[src/rtl/sram_pkg.sv]
// Shared types and constants for the 16-bit external SRAM controller.
// Optional build macro used by sram_ctrl: SRAM_ADDR_CHECK_EN.
package sram_pkg;

  localparam int SRAM_AW = 18;
  localparam int SRAM_DW = 16;

  localparam int DEF_BASE_ADDR   = 1024;
  localparam int DEF_WAIT_CYCLES = 5;

  typedef enum logic [1:0] {
    IDLE = 2'd0,
    LO   = 2'd1,
    HI   = 2'd2,
    DONE = 2'd3
  } sram_state_t;

endpackage

[src/rtl/sram_wait_timer.sv]
// Wait-state counter: clears on i_clr, counts 0..WAIT_CYCLES-1 while enabled,
// then wraps to 0 so the next halfword starts from a fresh count.
module sram_wait_timer
  import sram_pkg::*;
#(
  parameter int WAIT_CYCLES = DEF_WAIT_CYCLES
) (
  input  logic clk,
  input  logic rst,
  input  logic i_clr,
  input  logic i_en,
  output logic o_last
);

  logic [3:0] r_cnt;
  logic       w_last;

  assign w_last = (r_cnt == 4'(WAIT_CYCLES - 1));
  assign o_last = w_last;

  always_ff @(posedge clk or posedge rst) begin
    if (rst) begin
      r_cnt <= '0;
    end else if (i_clr) begin
      r_cnt <= '0;
    end else if (i_en) begin
      r_cnt <= w_last ? 4'd0 : r_cnt + 4'd1;
    end
  end

endmodule

[src/rtl/sram_ctrl.sv]
// MEM-stage controller: splits a 32-bit request into two wait-stated 16-bit
// SRAM accesses, holding ready low meanwhile. Optional macro: SRAM_ADDR_CHECK_EN.
module sram_ctrl
  import sram_pkg::*;
#(
  parameter int BASE_ADDR   = DEF_BASE_ADDR,
  parameter int WAIT_CYCLES = DEF_WAIT_CYCLES
) (
  input  logic               clk,
  input  logic               rst,
  input  logic               wr_en,
  input  logic               rd_en,
  input  logic [31:0]        address,
  input  logic [31:0]        writeData,
  output logic [31:0]        readData,
  output logic               ready,
  output logic [SRAM_AW-1:0] sram_addr,
  output logic [SRAM_DW-1:0] sram_dq_out,
  output logic               sram_dq_oe,
  input  logic [SRAM_DW-1:0] sram_dq_in,
  output logic               sram_we_n,
  output logic               sram_oe_n,
  output logic               sram_ce_n,
  output logic               sram_ub_n,
  output logic               sram_lb_n
);

  sram_state_t r_state, w_state_next;
  logic              r_is_wr;
  logic [SRAM_DW-1:0] r_rd_lo, r_rd_hi;
  logic [SRAM_AW-1:0] r_sram_addr;
  logic [SRAM_DW-1:0] r_dq_out;

  logic [31:0]        w_diff;
  logic [16:0]        w_word;
  logic               w_in_range;
  logic               w_req;
  logic               w_last;
  logic               w_active;
  logic               w_drive;
  logic               w_tmr_clr;
  logic [SRAM_AW-1:0] w_addr_cur;
  logic [SRAM_DW-1:0] w_dq_cur;

  // Address is not latched: the pipeline freeze keeps it stable during the access.
  assign w_diff = address - 32'(BASE_ADDR);
  assign w_word = w_diff[18:2];

`ifdef SRAM_ADDR_CHECK_EN
  assign w_in_range = (address >= 32'(BASE_ADDR)) && (w_diff[31:19] == '0);
  logic w_unused;
  assign w_unused = ^w_diff[1:0];
`else
  assign w_in_range = 1'b1;
  logic w_unused;
  assign w_unused = ^{w_diff[31:19], w_diff[1:0]};
`endif

  assign w_req      = wr_en | rd_en;
  assign w_active   = (r_state == LO) || (r_state == HI);
  assign w_drive    = w_active & r_is_wr;
  assign w_tmr_clr  = (r_state == IDLE) || (r_state == DONE);
  assign w_addr_cur = {w_word, (r_state == HI)};
  assign w_dq_cur   = (r_state == HI) ? writeData[31:16] : writeData[15:0];

  sram_wait_timer #(
    .WAIT_CYCLES(WAIT_CYCLES)
  ) u_timer (
    .clk   (clk),
    .rst   (rst),
    .i_clr (w_tmr_clr),
    .i_en  (w_active),
    .o_last(w_last)
  );

  always_comb begin
    w_state_next = r_state;
    case (r_state)
      IDLE: if (w_req) w_state_next = w_in_range ? LO : DONE;
      LO:   if (w_last) w_state_next = HI;
      HI:   if (w_last) w_state_next = DONE;
      DONE: w_state_next = IDLE;
      default: w_state_next = IDLE;
    endcase
  end

  always_ff @(posedge clk or posedge rst) begin
    if (rst) begin
      r_state     <= IDLE;
      r_is_wr     <= 1'b0;
      r_rd_lo     <= '0;
      r_rd_hi     <= '0;
      r_sram_addr <= '0;
      r_dq_out    <= '0;
    end else begin
      r_state <= w_state_next;
      if (r_state == IDLE && w_req) r_is_wr <= wr_en;
      if (w_active) r_sram_addr <= w_addr_cur;
      if (w_drive)  r_dq_out    <= w_dq_cur;
      // A rejected read returns zero rather than stale data.
      if (r_state == IDLE && w_req && !w_in_range && !wr_en) begin
        r_rd_lo <= '0;
        r_rd_hi <= '0;
      end
      if (r_state == LO && !r_is_wr && w_last) r_rd_lo <= sram_dq_in;
      if (r_state == HI && !r_is_wr && w_last) r_rd_hi <= sram_dq_in;
    end
  end

  assign ready       = ((r_state == IDLE) && !w_req) || (r_state == DONE);
  assign readData    = {r_rd_hi, r_rd_lo};
  assign sram_addr   = w_active ? w_addr_cur : r_sram_addr;
  assign sram_dq_out = w_drive ? w_dq_cur : r_dq_out;
  assign sram_dq_oe  = w_drive;
  assign sram_ce_n   = ~w_active;
  assign sram_ub_n   = ~w_active;
  assign sram_lb_n   = ~w_active;
  assign sram_oe_n   = ~(w_active & ~r_is_wr);
  // we_n rises on the last wait cycle so the SRAM latches on that edge.
  assign sram_we_n   = ~(w_drive & ~w_last);

endmodule
[config.mk]
export PLATFORM = sky130hd
export DESIGN_NAME = sram_ctrl
export DESIGN_NICKNAME = d
export VERILOG_FILES = /design/src/rtl/sram_pkg.sv /design/src/rtl/sram_wait_timer.sv /design/src/rtl/sram_ctrl.sv
export SDC_FILE = /design/constraint.sdc
export NUM_CORES = 1
export LEC_CHECK = 0
export CORE_MARGIN = 2
export CORE_UTILIZATION = 40
export DETAILED_ROUTE_END_ITERATION = 10
export HOLD_SLACK_MARGIN = 0.02
export PLACE_DENSITY = 0.9
export SLEW_MARGIN = 20
export SYNTH_ARGS = -nofsm -noshare
export SYNTH_HDL_FRONTEND = slang
export SYNTH_SLANG_ARGS = --single-unit
[constraint.sdc]
create_clock -name clk -period 3.5 [get_ports clk]
set_input_delay 1.05 -clock clk [delete_from_list [all_inputs] [get_ports clk]]
set_output_delay 1.05 -clock clk [all_outputs]
set_load 0.02 [all_outputs]
; ---- Yosys cells after proc, flatten, opt, wreduce, memory -nomap -nowiden
; Cells that the tools add are included.
[totals]
out_inout_bits = 73
ff_bits = 73
wordCells = 49
[classes]
mux = 10
n_eq_ne = 7
addsub = 2
reduce_logical = 14
bitwise = 9
[op_table]
columns = cell, n
row1 = 16-bit 2-to-1 mux, 2
row2 = 19-bit by 11-bit subtractor with 19-bit output (second input constant), 1
row3 = 18-bit 2-to-1 mux, 1
row4 = 4-bit 2-to-1 mux, 3
row5 = 2-bit case mux with 4 select lines, 1
row6 = 1-bit logical AND, 6
row7 = 2-bit 2-to-1 mux, 3
row8 = 1-bit NOT, 5
row9 = 4-bit by 1-bit adder with 4-bit output (second input constant), 1
row10 = 2-bit equality test (second input constant), 2
row11 = 4-bit by 3-bit equality test with 1-bit output (second input constant), 1
row12 = 2-bit by 1-bit != test with 1-bit output (second input constant), 2
row13 = 1-bit bitwise AND, 3
row14 = 1-bit logical OR, 3
row15 = 3-bit AND reduction, 1
row16 = 2-bit by 1-bit equality test with 1-bit output (second input constant), 1
row17 = 1-bit zero test, 2
row18 = 2-bit zero test, 1
row19 = 2-bit != test (second input constant), 1
row20 = 2-bit nonzero test, 1
row21 = 1-bit OR, 1

; ---- Logic depth before layout (Yosys ltp)
[logic_depth]
word_depth = 5
mapped_depth = 8
ltp_nobuf = 5

; ---- Modules after synthesis
; From an unflattened synthesis, not the netlist that was laid out.
[hier_totals]
cells_unflattened = 253
area_unflattened_um2 = 3174.3
[by_module_without_submodules]
columns = mod, cells_each, area_per_inst_um2, seq_area_each_um2, instances
row1 = sram_ctrl, 230, 2929.1, 1726.7, 1
row2 = sram_wait_timer, 23, 245.2, 100.1, 1

; ---- Least setup slack after synthesis
; Ideal clock, no wire load.
[synth_timing]
path_kind = in2out
startpoint = input port address[10]
endpoint = output port sram_addr[15]
slack_ns = -0.045
t_arrival_ns = 2.495
cell_stages = 5
path_buffers = 0
path_cell_list = inv_1 > ha_1 > or3b_1 > or4_1 > a31oi_1
[synth_via]
elab_chain_len = 2
[synth_lines]
columns = element, line
row1 = start: declaration, sram_ctrl.sv:13  ; input logic [31:0] address,
row2 = 19-bit by 11-bit subtractor with 19-bit output, sram_ctrl.sv:46  ; assign w_diff = address - 32'(BASE_ADDR);
row3 = 18-bit 2-to-1 mux, sram_ctrl.sv:112  ; assign sram_addr = w_active ? w_addr_cur : r_sram_addr;
row4 = end: declaration, sram_ctrl.sv:17  ; output logic [SRAM_AW-1:0] sram_addr,
; No other way between the ends.

; ---- Worst setup path after layout
[layout_timing]
startpoint = input port address[10]
endpoint = output port sram_addr[14]
; Same word-level chain as after synthesis.

==> results.py <==
metrics = {
    "outcome": {
        "failed_checks": "negative setup slack",
        "outcome": "complete, but fails checks",
    },
    "placed_design": {
        "gp_congestion": 0.775,
        "place_area_mm2": 0.00472,
        "post-dp-hpwl_mm": 5.70,
        "io_buffers": 141,
    },
    "worst_setup_path": {
        "critPathLaunch": "address[10]",
        "crit_path_start_kind": "input port",
        "cpMostUsedCell": "buf_6",
        "critical_path.top_delay_family": "simple AND/OR/NAND/NOR gates",
        "worstPathMaxFanout": 4,
        "path_buf_inv": 3,
        "rr_startpoint": "u_timer.r_cnt[0]",
        "critPathRequiredTime_ns": 2.45,
        "cp-end-kind": "primary output",
        "worstPathCellList": "buf_6 -> buf_6 -> or4_4 -> or3_1 -> a31oi_2 -> buf_4",
        "cp_slowest_stage_delay_ns": 0.54,
        "r2r_end": "r_rd_hi[0]",
        "slowest_stage": "or4_4",
        "critical_path_class": "input port to primary output",
        "arrival_ns": 2.58,
        "r2r_cells": 5,
        "regToRegSetupSlack_ns": 1.44,
    },
    "final_layout": {
        "insertedDiodeCount": 0,
        "drive_gt1_share_pct": 24.3,
        "multi_input_area_mm2": 0.00128,
        "regArea_mm2": 0.00183,
        "final_core_util_pct": 65.4,
        "area_growth_pct": 59.5,
        "nNetsFinal": 494,
        "nFillCells": 591,
        "postLayoutCellArea_mm2": 0.00500,
    },
    "detailed_routing": {
        "drt-initial-drc-count": 47,
        "dr.pass1.iters": 4,
        "final_antenna_net_count": 0,
        "wl_per_cell_um": 15.4,
        "wl_mm": 7.86,
        "routed_via_density": 4.93,
        "vias": 2512,
        "drc": 0,
    },
    "floorplanning": {
        "core_area_mm2": 0.00765,
        "die-area_mm2": 0.00857,
        "die_y_um": 92.6,
        "start_util_pct": 41.0,
        "rows": 32,
        "floorplan.die.width_um": 92.6,
        "ioPinCount": 157,
    },
    "sta": {
        "rsz0062_at_grt": "yes",
        "fin_crit_ns": 3.63,
        "tightest_slew_ns": 0.786,
        "skew_ns": 0.00834,
        "period_share_pct": 104,
        "finalSetupViolations": 4,
        "drv_slew": 0,
        "fmaxAchievable_mhz": 275,
        "whs_ns": 0.498,
        "finalHoldViolCount": 0,
        "fin_ws_ns": -0.132,
        "maxSlewHeadroom_pct": 47.5,
    },
    "synth": {
        "synth_fa_ha_area_share_pct": 2.79,
        "syn_inst": 249,
        "yosysSeqAreaShare_pct": 58.2,
        "yosysUniqueCellTypes": 30,
        "synth-async-reset-ratio_pct": 100,
        "synth.area.mux_share_pct": 20.8,
        "avgSynthCellArea_um2": 12.6,
        "syn_area_mm2": 0.00314,
        "syn_nets": 340,
        "synth_compound_area_share_pct": 5.94,
        "ys_ff_latch": 73,
        "synth_top_cell_area_share_pct": 58.2,
        "yosysWarningCount": 0,
        "synth_edf_count": 0,
        "synth_top_family_by_area": "multiplexers",
        "yosysTopAreaCell": "dfrtp_1",
        "synth_top_cells_by_area": "dfrtp_1 58%, mux2_2 15%, mux2i_1 5.7%",
        "synthSimpleGateAreaFrac_pct": 8.66,
        "synthXorXnorAreaFrac_pct": 0.558,
        "synthFlopType": "dfrtp_1",
    },
    "clock_network": {
        "cts.sinks": 73,
        "cts_tree": "yes",
        "hold_buffers": 0,
        "htreeDepth": 3,
        "clock_tree.root_cell": "clkbuf_8",
        "cts_made_buffers": 9,
        "path_clk_slew_ns": 0.07,
        "clk_latency_ns": 0.33,
        "clockBufferDepth": 2,
    },
    "run": {
        "drv_cap": 0,
    },
    "global_route": {
        "grt_max_degree": 28,
        "overflow": 0,
        "grt_pass1_wl_mm": 12.9,
        "grt_pass1_vias": 2665,
        "antenna_found_initial": 0,
        "global_route.usage.total_pct": 19.0,
    },
    "pwr": {
        "power_leakage_uw": 0.00220,
        "powerDensity_mw_per_mm2": 1080,
        "irDropWorstVdd_mv": 0.680,
        "finalPower_uw": 5390,
    },
    "min_path": {
        "holdCritPathClass": "flip-flop to flip-flop",
        "hold_start": "r_sram_addr[8]",
        "min_path_cells": 1,
        "whs_endpoint": "r_sram_addr[8]",
    },
}
-- report_power, final --
| group | switching, µW | internal [µW] |
|---|---|---|
| registers | 175 | 1270 |
| logic | 1730 | 1520 |
| clock network | 302 | 398 |
-- layout make-up --
cell class,count,share of cell area [%]
inverter,8,0.600
tap,102,2.55
clock buffer,10,2.55
timing repair buffer,156,30.5
sequential,73,36.5
multi-input combinational,155,25.6
clock inverter,6,1.65
-- flip-flops by register name (all words and copies together), names as in the netlist --
name and flops:
r_dq_out 16, r_is_wr 1, r_rd_hi 16, r_rd_lo 16, r_sram_addr 18, r_state 2, u_timer.r_cnt 4
-- worst max path at each step --
stage	end	slack (ns)	cells past startpoint
4_1_cts	sram_addr[14]	-0.14	6
3_3_place_gp	sram_addr[15]	-0.98	7
5_1_grt	sram_addr[16]	-0.23	6
2_1_floorplan	sram_addr[15]	0.03	5
3_5_place_dp	sram_addr[17]	-1.04	7
6_report	sram_addr[14]	-0.13	6
-- routing by layer --
metal  up-vias  track usage (%)  routed length (µm)
met1      1219             22.1                3080
met2       109             33.5                4020
met3        12             5.29                 653
li1       1172                -                   -
met4         0             7.21                 112
met5         -                0                   0
-- Yosys cell counts (all sizes together) (4+ instances only) --
cell and number:
mux2i 18, dfrtp 73, mux2 42, buf 9
a21oi 20, nand2 6, nor2 26, clkbuf 4
inv 8, ha 7, a31oi 5
-- layout by cell type (no fill, tap or decap), types with 3 or more instances in the layout --
master,count
clkdlybuf4s50_1,104
dfrtp_1,73
mux2_2,42
nor2_1,26
a21oi_1,20
mux2i_1,18
dlygate4sd2_1,16
buf_4,15
dlymetal6s2s_1,12
clkbuf_8,9
nand2_1,6
ha_1,6
buf_6,6
inv_1,4
inv_2,4
or4_4,3
o21ai_0,3
a31oi_2,3
o31ai_1,3
nand2b_1,3
clkinv_2,3
-- stage by stage --
stage | TNS [ns] | instances | worst slack [ns]
floorplan | 0 | 249 | 0.0299
global placement | -5.49 | 492 | -0.977
detailed placement | -5.88 | 492 | -1.04
CTS | -0.403 | 510 | -0.141
global route | -0.756 | 510 | -0.228
finish | -0.485 | 510 | -0.132
-- logic make-up (layout without fill, tap and decap cells) --
group | Yosys count | in the layout
AOI/OAI and AO/OA | 33 | 33
muxes | 60 | 60
xor gates and xnor gates | 2 | 2
DFF | 73 | 73
and+or+nand+nor | 53 | 53
buffers and inverters | 21 | 180
adders and majority gates | 7 | 7
-- timing repair --
action                     CTS  global route
pin swaps                    9             2
gates resized for setup     67            21
setup endpoints to repair   20            20
setup buffers                2             0
No activity file was read; power rests on OpenSTA's default activity.
